## src/rtl/mem_arbiter.sv

```systemverilog
// mem_arbiter
//   Arbitrates the instruction-fetch (IF) port and the MEM-stage port onto
//   the single request interface of the RAM1/UART memory controller. Each
//   access carries a fresh action token. The command is held stable until
//   the controller reports completion or the access times out. Read data
//   is returned to the port that owns the access.
//
// Ports
//   clk, rst          clock, asynchronous active-low reset
//   if_req/if_addr    IF read request (level) and address
//   if_ack/if_rdata   one-cycle IF completion pulse, IF read data (held)
//   mem_req/rd/wr     MEM-stage request (level) and command
//   mem_addr/wdata    MEM-stage address and write data
//   mem_ack/mem_rdata one-cycle MEM completion pulse, MEM read data (held)
//   stall             pipeline stall: a request is pending and not yet acked
//   mc_*              controller request: valid, command, address, data, token
//   mc_done/result    controller completion (token already matched) and read data
//   bus_err           sticky error (timeout or MEM request with no command)
module mem_arbiter #(
  parameter int ADDR_W  = 16,
  parameter int DATA_W  = 16,
  parameter int ACT_W   = 32,
  parameter int TIMEOUT = 4096
) (
  input  logic              clk,
  input  logic              rst,
  input  logic              if_req,
  input  logic [ADDR_W-1:0] if_addr,
  output logic              if_ack,
  output logic [DATA_W-1:0] if_rdata,
  input  logic              mem_req,
  input  logic              mem_rd,
  input  logic              mem_wr,
  input  logic [ADDR_W-1:0] mem_addr,
  input  logic [DATA_W-1:0] mem_wdata,
  output logic              mem_ack,
  output logic [DATA_W-1:0] mem_rdata,
  output logic              stall,
  output logic              mc_need_to_work,
  output logic              mc_rd,
  output logic              mc_wr,
  output logic [ADDR_W-1:0] mc_addr,
  output logic [DATA_W-1:0] mc_value,
  output logic [ACT_W-1:0]  mc_act,
  input  logic              mc_done,
  input  logic [DATA_W-1:0] mc_result,
  output logic              bus_err
);

  localparam int TMR_W = $clog2(TIMEOUT + 1);

  typedef enum logic [1:0] {IDLE, WAIT, RESP} state_t;

  state_t             state, state_nxt;
  logic               owner_mem, owner_mem_nxt;
  logic [TMR_W-1:0]   timer, timer_nxt;
  logic               ntw_nxt, rd_nxt, wr_nxt, err_nxt;
  logic [ADDR_W-1:0]  addr_nxt;
  logic [DATA_W-1:0]  value_nxt, if_rdata_nxt, mem_rdata_nxt;
  logic [ACT_W-1:0]   act_nxt;
  logic               grant;

  // Value returned to a reader whose access was aborted.
  function automatic logic [DATA_W-1:0] abort_fill();
    return {DATA_W{1'b1}};
  endfunction

  always_comb begin
    state_nxt     = state;
    owner_mem_nxt = owner_mem;
    timer_nxt     = timer;
    ntw_nxt       = mc_need_to_work;
    rd_nxt        = mc_rd;
    wr_nxt        = mc_wr;
    addr_nxt      = mc_addr;
    value_nxt     = mc_value;
    act_nxt       = mc_act;
    err_nxt       = bus_err;
    if_rdata_nxt  = if_rdata;
    mem_rdata_nxt = mem_rdata;
    grant         = 1'b0;

    case (state)
      IDLE: begin
        if (mem_req) begin
          owner_mem_nxt = 1'b1;
          // A request flagged as both read and write is served as a write.
          if (mem_wr) begin
            addr_nxt  = mem_addr;
            value_nxt = mem_wdata;
            wr_nxt    = 1'b1;
            rd_nxt    = 1'b0;
            grant     = 1'b1;
          end else if (mem_rd) begin
            addr_nxt = mem_addr;
            rd_nxt   = 1'b1;
            wr_nxt   = 1'b0;
            grant    = 1'b1;
          end else begin
            // No command: acknowledge with an error, never touch the controller.
            err_nxt   = 1'b1;
            state_nxt = RESP;
          end
        end else if (if_req) begin
          owner_mem_nxt = 1'b0;
          addr_nxt      = if_addr;
          rd_nxt        = 1'b1;
          wr_nxt        = 1'b0;
          grant         = 1'b1;
        end

        if (grant) begin
          // New token per access, so a late done from an old access cannot match.
          act_nxt   = mc_act + ACT_W'(1);
          ntw_nxt   = 1'b1;
          timer_nxt = '0;
          state_nxt = WAIT;
        end
      end

      WAIT: begin
        timer_nxt = timer + TMR_W'(1);
        if (mc_done) begin
          if (!mc_wr) begin
            if (owner_mem) mem_rdata_nxt = mc_result;
            else           if_rdata_nxt  = mc_result;
          end
          ntw_nxt   = 1'b0;
          state_nxt = RESP;
        end else if (timer == TMR_W'(TIMEOUT - 1)) begin
          err_nxt = 1'b1;
          if (!mc_wr) begin
            if (owner_mem) mem_rdata_nxt = abort_fill();
            else           if_rdata_nxt  = abort_fill();
          end
          ntw_nxt   = 1'b0;
          state_nxt = RESP;
        end
      end

      RESP: begin
        state_nxt = IDLE;
      end

      default: begin
        state_nxt = IDLE;
      end
    endcase
  end

  always_ff @(posedge clk or negedge rst) begin
    if (!rst) begin
      state           <= IDLE;
      owner_mem       <= 1'b0;
      timer           <= '0;
      mc_need_to_work <= 1'b0;
      mc_rd           <= 1'b0;
      mc_wr           <= 1'b0;
      mc_addr         <= '0;
      mc_value        <= '0;
      mc_act          <= '0;
      bus_err         <= 1'b0;
      if_rdata        <= '0;
      mem_rdata       <= '0;
    end else begin
      state           <= state_nxt;
      owner_mem       <= owner_mem_nxt;
      timer           <= timer_nxt;
      mc_need_to_work <= ntw_nxt;
      mc_rd           <= rd_nxt;
      mc_wr           <= wr_nxt;
      mc_addr         <= addr_nxt;
      mc_value        <= value_nxt;
      mc_act          <= act_nxt;
      bus_err         <= err_nxt;
      if_rdata        <= if_rdata_nxt;
      mem_rdata       <= mem_rdata_nxt;
    end
  end

  // Acks are decoded from RESP so they vanish the instant reset asserts.
  assign if_ack  = (state == RESP) && !owner_mem;
  assign mem_ack = (state == RESP) &&  owner_mem;
  assign stall   = (mem_req & ~mem_ack) | (if_req & ~if_ack);

endmodule
```

## config.mk

```make
export PLATFORM = sky130hd
export DESIGN_NAME = mem_arbiter
export DESIGN_NICKNAME = d
export VERILOG_FILES = /design/src/rtl/mem_arbiter.sv
export SDC_FILE = /design/constraint.sdc
export NUM_CORES = 1
export LEC_CHECK = 0
export CAP_MARGIN = 5
export CORE_ASPECT_RATIO = 0.7
export CORE_MARGIN = 3
export CORE_UTILIZATION = 46
export DETAILED_ROUTE_END_ITERATION = 7
export GPL_ROUTABILITY_DRIVEN = 0
export PLACE_DENSITY = 0.85
export RECOVER_POWER = 50
export REMOVE_ABC_BUFFERS = 1
export SLEW_MARGIN = 20
export SYNTH_ARGS = -nofsm -noshare
export SYNTH_HDL_FRONTEND = slang
export SYNTH_SLANG_ARGS = --single-unit
```

## constraint.sdc

```tcl
create_clock -name clk -period 2.5 [get_ports clk]
set_input_delay 0.375 -clock clk [delete_from_list [all_inputs] [get_ports clk]]
set_output_delay 0.375 -clock clk [all_outputs]
set_load 0.005 [all_outputs]
```

==> summary.md <==
| Metric | Value |
|---|---|
| CP required | `2120 ps` |
| Post-route DRC | `0` |
| Setup crit start kind | `input pin` |
| Sequential fraction of the synthesis area | `0.568` |
| Post-Route WL | `14200 µm` |
| Failing checks | `max-capacitance violations, max-slew violations` |
| Total Power | `8.03 mW` |
| # port buffers | `173` |
| Post-CTS setup buffers | `0` |
| Final setup vio count | `0` |
| CP max FO | `8` |
| I/O Pins | `174` |
| Status | `finished with violations` |
| Clk_skew | `5.59 ps` |
| DRT Pass-1 Iters | `4` |
| Max Cap Viol | `1` |
| CP max stage cell | `dlygate4sd3_1` |
| Critical Path Start | `mem_req` |
| Clock slew at reported path FFs | `60 ps` |
| Slew HR | `-0.0586` |
| Ys flop type | `dfrtp_1` |
| Worst slack, placed | `239 ps` |
| Max Clock Freq | `448 MHz` |
| Crit path time final | `2230 ps` |
| Worst vdd ir | `0.634 mV` |
| Core area | `10600 µm²` |
| Top Usage Layer GRT | `met2` |
| Via-to-Cell Ratio | `5.44` |
| Register Area | `2900 µm²` |
| Cells after Synth | `445` |
| CP Capture Point | `stall` |
| Post-CTS Hold Fix Bufs | `0` |
| Grt met2 use | `0.385` |
| Post-synth EDFFs | `0` |
| Multi-input combinational cell area | `2010 µm²` |
| Top delay family on crit path | `buffers and inverters` |
| Later-pin clock latency in the skew report | `410 ps` |
| Grt met1 use | `0.293` |
| Worst reg2reg path depth | `4` |
| Least-Margin Pin Slew | `1590 ps` |
| Post-DP HPWL | `9840 µm` |
| Htree depth | `4` |
| Vias | `4262` |
| Cell area after layout | `7540 µm²` |
| Final Cycle Share | `0.892` |
| Seq cells post-synth | `116` |
| Fin. Hold Viols | `0` |
| Yosys top cell by area | `dfrtp_1` |
| CP endpoint kind | `primary output` |
| Synth area leaders | `dfrtp_1, a2bb2oi_1, xor2_1` |
| CTS resizes | `0` |
| Starting DRT DRC Count | `333` |
| Met3 Use GR | `0.0760` |
| Leakage power total | `3.30 nW` |
| Asr flop ratio synth | `1.00` |
| Syn Std Cell Area | `5110 µm²` |
| Final setup margin | `270 ps` |
| Crit Path Class | `input pin to primary output` |
| Max Buffers Root-to-Sink | `2` |
| Ys Warns | `0` |
| Antenna violations before repair | `1` |
| HP Class | `input pin to async pin` |
| CP bufs+invs | `3` |
| Routed len/inst | `18.0 µm` |
| Util after Layout | `0.712` |
| Grt total ovfl | `0` |
| Crit path DAT | `1860 ps` |
| Setup Total Neg Slack | `0 ps` |
| Top cells by count, synth | `dfrtp_1, nand2_1, o21ai_0` |
| CTS tree | `built` |
| Rows | `31` |
| Top-count cell post-synth | `dfrtp_1` |
| Dpl cell area | `6990 µm²` |
| Critical Path, Cell by Cell | `dlygate4sd3_1, inv_1, o22ai_1, clkdlybuf4s50_1` |
| Chip Width | `132 µm` |
| DIE HEIGHT | `94.2 µm` |
| Die area | `12400 µm²` |
| Synthesis-to-layout area growth | `47.5%` |
| Largest net degree at the start of global routing | `117` |
| Clock Tree Root | `clkbuf_16` |
| Worst path depth | `4` |
| Clock sinks | `116` |
| Detail Route Antenna Nets | `0` |
| Worst path max stage delay | `670 ps` |
| Crit Reg-Reg Startpoint | `state[0]$_DFFE_PN0P_` |
| First-pass GRT wire length | `23200 µm` |
| Reg2reg end | `mc_act[22]$_DFFE_PN0P_` |
| Vias in the first global route | `4514` |
| Fin nets | `695` |
| RSZ-0062 raised after global routing | `false` |
| Synth cell types | `45` |
| Flop-to-flop setup slack | `390 ps` |
| Fillers | `696` |
| Mapped Avg Cell Area | `11.5 µm²` |
| Aggregate global-route resource usage | `0.234` |
| Slew Viols, Final | `117` |
| Area share of the largest cell type after synthesis | `0.568` |
| CTS buffer count | `17` |
| Cell Pwr Density | `1070 nW/µm²` |
| Starting Density | `0.483` |
| Share of layout cells above drive strength 1 | `0.106` |
## sequential cells by signal, summed over array words and instances (netlist names)
name             cells
bus_err              1
if_rdata            16
mc_act              32
mc_addr             16
mc_need_to_work      1
mc_rd                1
mc_value            16
mc_wr                1
mem_rdata           16
owner_mem            1
state                2
timer               13
## routing by layer
metal  wire [µm]  vias to the layer above
met5           0                        -
met4         204                        0
met3        1060                       18
met2        7090                      169
met1        5790                     2117
li1            -                     1958
## final cells by class
cell class	count	area share
Tap cell	148	0.0246
Timing Repair Buffer	186	0.242
Multi-Input combinational cell	292	0.266
Antenna cell	1	0.000332
Sequential cell	116	0.385
Inverter	9	0.00448
Clock buffer	17	0.0564
Clock inverter	15	0.0211
## cell families (layout without fill, tap and decap cells)
logic type               after synthesis  count (layout)  synth area share
other                                  0               1                 0
XOR/XNOR                              31              31            0.0531
multiplexers                          32              32            0.0666
AND/OR/NAND/NOR                      143             143             0.154
adder cells (fa/ha/maj)                2               2           0.00490
buffers and inverters                 37             227            0.0360
AO/OA/AOI/OAI                         84              84             0.117
flip-flops                           116             116             0.568
## cell usage in the layout, fill, tap and decap left out, drive strengths merged, types with 2 or more instances in the layout
cell	count
nand2	38
clkbuf	19
mux2i	16
nor4	9
nor2	11
nand4	13
buf	12
a2bb2oi	32
clkinv	8
nand3	16
and3	6
nor3	13
o21ai	35
xor2	23
inv	11
o22ai	2
dlygate4sd3	49
mux2	16
nor2b	19
clkinvlp	3
nor3b	2
xnor2	8
a21oi	2
clkdlybuf4s50	123
ha	2
and4	9
a31oi	6
and2	2
bufinv	2
dfrtp	116
## per-stage QoR
step	hold WS [ps]	cells
2_1_floorplan	79.4	417
3_3_place_gp	460	751
3_5_place_dp	469	751
4_1_cts	75.4	783
5_1_grt	486	784
6_report	453	784
## worst min path at each step
stage | slack [ps] | end | cells past startpoint
after floorplan | 80 | bus_err$_DFFE_PN0P_ | 0
after detailed placement | 470 | mc_addr[11]$_DFFE_PN0P_ | 2
after global placement | 460 | mc_addr[2]$_DFFE_PN0P_ | 2
final | 450 | mem_rdata[5]$_DFFE_PN0P_ | 2
after CTS | 80 | mem_rdata[5]$_DFFE_PN0P_ | 2
after global routing | 490 | mc_act[31]$_DFFE_PN0P_ | 1
## where the power goes
group / leakage, nW / internal [mW] / switching [mW] / total [mW]
registers: 1.42 / 2.52 / 0.439 / 2.96
logic: 1.60 / 1.58 / 1.12 / 2.70
clock network: 0.280 / 1.47 / 0.904 / 2.38
Note: power is estimated with default switching activity, not from simulation.
==> RTL edit 1: new RTL, config.mk and constraints unchanged <==
Re-encode `state_t` (3 states) as one-hot, 3 bits wide.
--- a/src/rtl/mem_arbiter.sv
+++ b/src/rtl/mem_arbiter.sv
@@ -50,5 +50,5 @@
   localparam int TMR_W = $clog2(TIMEOUT + 1);
 
-  typedef enum logic [1:0] {IDLE, WAIT, RESP} state_t;
+  typedef enum logic [2:0] {IDLE = 3'b001, WAIT = 3'b010, RESP = 3'b100} state_t;
 
   state_t             state, state_nxt;
Function: same outputs for any inputs over 4 cycles, from zero or initial values and one cycle with rst low; so few cycles prove little.
==> RTL edit 1 against the unedited design <==
The run still ends with max-capacitance violations, max-slew violations left; power is 5.9% higher; first-iteration DRC count is 24% lower; routed wire length is 3.3% higher; synthesized area is 1.5% lower; cell area is 2.0% higher; core utilization is 1.9 points higher; sequential cell count is 1 higher; worst setup slack worse by 0.098 ns; critical path type is now register to output pin; critical endpoint is now mem_ack; largest cell class unchanged; largest power group unchanged.
==> RTL edit 1: results (changes against the unedited design) <==
worst hold margin 0.4793 ns (was 0.4532 ns); length of the first detailed-routing pass in iterations 5 (was 4); Placed Area 6973 sq um (was 6985 sq um); Comb pwr share 0.298 (was 0.336); Max-Cap Viols 1 (unchanged); TritonCTS Buffers 17 (unchanged); post-synthesis cell count 430 (was 445); top area cells in the synthesized netlist sky130_fd_sc_hd__dfrtp_1 (58%), sky130_fd_sc_hd__o22a_1 (5.6%), sky130_fd_sc_hd__xor2_1 (4.2%) (was sky130_fd_sc_hd__dfrtp_1 (57%), sky130_fd_sc_hd__a2bb2oi_1 (5.5%), sky130_fd_sc_hd__xor2_1 (3.9%)); buffer type at the clock tree root sky130_fd_sc_hd__clkbuf_16 (unchanged); Internal Pwr Total 6.175 mW (was 5.566 mW); highest cell delay on the worst timing path 0.60 ns (was 0.67 ns); final antenna diode count 0 (was 1); arrival time worst endpoint 1.95 ns (was 1.86 ns); Placed Instances 744 (was 751); fin. max-slew vios 28 (was 117); relative contribution of the clock network to total power 0.343 (was 0.296); normalized max-slew margin -0.008615 (was -0.05856); largest net degree at the start of global routing 61 (was 117); Synth top cells by count sky130_fd_sc_hd__dfrtp_1 (116), sky130_fd_sc_hd__nand2_1 (50), sky130_fd_sc_hd__o22a_1 (32) (was sky130_fd_sc_hd__dfrtp_1 (116), sky130_fd_sc_hd__nand2_1 (38), sky130_fd_sc_hd__o21ai_0 (34)); detailed placer's ending HPWL 10,290 microns (was 9839 microns); layout cell share with drive strength beyond 1 0.1065 (was 0.1055); Clock Latency Late Sink 0.41 ns (about the same); maximum vdd drop 0.6637 mV (was 0.6342 mV); Unique masters post-synth 49 (was 45); WHS Endpoint mc_act[14]; initial drt markers 253 (was 333); number of antenna violations at the first check in global routing 0 (was 1); first-pass GRT wire length 22,840 microns (was 23,220 microns); Setup Skew 0.01120 ns (was 0.005587 ns); number of buffers added on ports 173 (unchanged); logic depth of the worst register-to-register path 5 (was 4); worst-case register-to-register setup slack 0.27 ns (was 0.39 ns); final non-filler cell total 777 (was 784); startpoint of the most critical hold path mc_act[14]; worst-path cell with the longest stage delay sky130_fd_sc_hd__clkdlybuf4s50_1 (was sky130_fd_sc_hd__dlygate4sd3_1); overall overflow remaining after global route 0 (unchanged); leakage power of the design 3.318 nW (was 3.304 nW); number of vias per cell after detailed routing 5.547 (was 5.436); final-stage net count 689 (was 695); r2r startpoint state[0] (unchanged); vias in the first global route 4,511 (was 4,514); total power of the final layout 8.503 mW (was 8.031 mW); GRT Util Overall 0.2442 (was 0.2338); destination of the worst register-to-register timing path mc_addr[5] (was mc_act[22]); violations in the final reports max-capacitance violations, max-slew violations (unchanged); portion of the post-synthesis area used by sequential elements 0.5819 (was 0.5679); worst hold path type register to register (was primary input to async pin); routed wire length 14,610 microns (was 14,150 microns); worst-case setup slack after placement -0.1019 ns (was 0.2385 ns); status complete, but fails checks (unchanged)
-- RTL edit 1: how the worst max path moves through the flow --
stage                  start       endpoint  slack (ns)  depth (start not counted)
floorplan           state[0]     mc_act[10]        0.17                          4
global placement     mem_req    mc_addr[12]        0.03                          5
detailed placement   mem_req     mc_addr[2]       -0.10                          5
CTS                 state[1]          stall        0.05                          3
global route             rst  mem_rdata[10]        0.04                          3
finish              state[1]        mem_ack        0.17                          2
-- RTL edit 1: area by class of cell --
cell class              count  area, sq um
inverters                   6        22.52
fillers                   721         2821
repair buffers            187         1833
well taps                 148        185.2
clock inverters             8        215.2
multi-input cells         287         2003
flip-flops and latches    117         2929
clock buffers              24        501.7
-- RTL edit 1: worst max-delay path, delay by kind of cell (launching register included) --
kind	cells	cell delay, ns
AND/OR/NAND/NOR	1	0.48
buffers and inverters	1	0.60
flip-flops	1	0.47
-- RTL edit 1: routing by layer --
metal  up-vias  GRT usage  part of all wire
met1      2128     0.3042              0.40
met3        31    0.06336             0.074
met5         -          0                 0
met4         0    0.09846             0.023
met2       193     0.4054              0.50
li1       1958          -                 -
-- RTL edit 1: logic make-up (layout without fill, tap and decap cells) --
group / Yosys count / after routing / share of synthesized area
xor gates and xnor gates: 31 / 31 / 0.05394
DFF: 117 / 117 / 0.5819
and+or+nand+nor: 141 / 141 / 0.1514
adders and majority gates: 2 / 2 / 0.004971
AOI/OAI and AO/OA: 79 / 79 / 0.1148
buffers and inverters: 26 / 225 / 0.02138
muxes: 34 / 34 / 0.07159
-- RTL edit 1: repair_timing --
item                                    4_1_cts  5_1_grt
endpoints found under the hold margin        25        0
endpoints found under the setup margin        0        2
hold buffers                                  1        0
gates resized for setup                       0        1
==> RTL edit 2: new RTL, same settings <==
Without the edit above. Change the parameter `ADDR_W` from 16 to 14.
--- a/src/rtl/mem_arbiter.sv
+++ b/src/rtl/mem_arbiter.sv
@@ -18,5 +18,5 @@
 //   bus_err           sticky error (timeout or MEM request with no command)
 module mem_arbiter #(
-  parameter int ADDR_W  = 16,
+  parameter int ADDR_W  = 14,
   parameter int DATA_W  = 16,
   parameter int ACT_W   = 32,
Ports: changed (resized if_addr, mc_addr and mem_addr); port bits go from 174 to 168. The function was not compared with the original's and may differ.
==> RTL edit 2 against the unedited design <==
Synthesized cell count is 4.5% lower; routed wire length shrank 3.7%; power grew 3.8%; non-clock buffer count fell by 2; synthesized area is 0.34% higher; worst setup slack got worse by 0.036 ns; sequential cell count is 2 lower; clock power up 12%; register-to-register slack lost 0.03 ns; sequential power barely moved; cell area grew 0.88%; cell count down 2.0%; critical path depth is 2 higher; critical path type is now primary input to register; largest power group unchanged; highest routed layer unchanged.
==> RTL edit 2: results (changes against the unedited design) <==
GRT Util Overall 0.2269 (was 0.2338); number of buffers added on ports 167 (was 173); worst hold path type register to register (was primary input to async pin); arrival time worst endpoint 2.59 ns (was 1.86 ns); initial drt markers 228 (was 333); Max-Cap Viols 0 (was 1); maximum vdd drop 0.7575 mV (was 0.6342 mV); vias in the first global route 4,287 (was 4,514); Post-CTS Hold Fix Bufs 1 (was 0); routed wire length 13,630 microns (was 14,150 microns); leakage power of the design 3.208 nW (was 3.304 nW); worst-path cell with the longest stage delay sky130_fd_sc_hd__nor3b_1 (was sky130_fd_sc_hd__dlygate4sd3_1); final non-filler cell total 768 (was 784); total via count in the routed design 4,171 (was 4,262); number of antenna violations at the first check in global routing 0 (was 1); highest cell delay on the worst timing path 0.86 ns (was 0.67 ns); largest net degree at the start of global routing 56 (was 117); final antenna diode count 0 (was 1); Unique masters post-synth 51 (was 45); largest driver fanout on the critical path 28 (was 8); mean cell area of the mapped netlist 12.07 sq um (was 11.49 sq um); detailed placer's ending HPWL 9587 microns (was 9839 microns); status finished, final reports clean (was complete, but fails checks); first-pass GRT wire length 22,220 microns (was 23,220 microns); transition time at the pin with the least slew margin 1.030 ns (was 1.588 ns); final-stage net count 676 (was 695); portion of the post-synthesis area used by sequential elements 0.5562 (was 0.5679); Placed Instances 735 (was 751); top area cells in the synthesized netlist sky130_fd_sc_hd__dfrtp_1 (56%), sky130_fd_sc_hd__xnor2_1 (4.8%), sky130_fd_sc_hd__a2bb2oi_1 (3.8%) (was sky130_fd_sc_hd__dfrtp_1 (57%), sky130_fd_sc_hd__a2bb2oi_1 (5.5%), sky130_fd_sc_hd__xor2_1 (3.9%)); Synth top cells by count sky130_fd_sc_hd__dfrtp_1 (114), sky130_fd_sc_hd__nand2_1 (39), sky130_fd_sc_hd__xnor2_1 (28) (was sky130_fd_sc_hd__dfrtp_1 (116), sky130_fd_sc_hd__nand2_1 (38), sky130_fd_sc_hd__o21ai_0 (34))
==> RTL edit 2: final timing paths <==
| path | startpoint | endpoint | slack (ns) | cells after the start |
|---|---|---|---|---|
| worst min register to register | mc_act[31] | mc_act[31] | 0.47 | 1 |
| max in group asynchronous | rst | mc_act[6] | 0.57 | 3 |
| worst max register to register | timer[0] | mem_rdata[0] | 0.36 | 5 |
| worst max-delay path | mem_req | mc_addr[0] | 0.23 | 6 |
| min in group asynchronous | rst | timer[10] | 0.61 | 2 |
| worst min-delay path | mc_act[31] | mc_act[31] | 0.47 | 1 |
==> RTL edit 2: power by group through the flow <==
stage | clock network [mW] | registers, mW | logic (mW)
detailed placement | 0 | 2.99 | 2.88
finish | 2.66 | 2.96 | 2.72
floorplan | 0 | 2.96 | 1.11
CTS | 2.70 | 2.97 | 2.90
global placement | 0 | 2.94 | 2.81
global route | 2.80 | 3.05 | 2.96
==> RTL edit 2: final cells by class <==
cell class | instances | area, sq um | area share
inverters | 4 | 15.01 | 0.001974
clock buffers | 17 | 425.4 | 0.05592
clock inverters | 15 | 231.5 | 0.03043
well taps | 148 | 185.2 | 0.02434
flip-flops and latches | 114 | 2853 | 0.3750
multi-input cells | 286 | 2103 | 0.2765
repair buffers | 184 | 1794 | 0.2359
==> RTL edit 2: logic make-up (layout without fill, tap and decap cells) <==
kind of cell               count (synthesis)  in the layout  share of synthesized area
and+or+nand+nor                          145            145                     0.1676
muxes                                     33             33                    0.06831
buffers and inverters                     25            220                    0.03317
DFF                                      114            114                     0.5562
xor gates and xnor gates                  31             31                    0.05441
AOI/OAI and AO/OA                         75             75                     0.1154
adders and majority gates                  2              2                   0.004878
==> RTL edit 2: layer usage <==
metal,track usage,up-vias,part of all wire
met2,0.3656,145,0.48
met5,0,-,0
met3,0.07881,16,0.071
met4,0.06661,0,0.012
met1,0.2952,2097,0.44
li1,-,1913,-
==> RTL edit 2: worst max-delay path, delay by kind of cell <==
family / cells / cell delay [ns]
simple gates: 3 / 1.21
buf+inv: 2 / 0.91
compound gates: 1 / 0.10
==> RTL edit 2: through the flow <==
| stage | util | area, sq um |
|---|---|---|
| 2_1_floorplan | - | 4974 |
| 3_3_place_gp | 0.6576 | 6963 |
| 3_5_place_dp | 0.6576 | 6963 |
| 4_1_cts | 0.7205 | 7630 |
| 5_1_grt | 0.7184 | 7607 |
| 6_report | 0.7184 | 7607 |
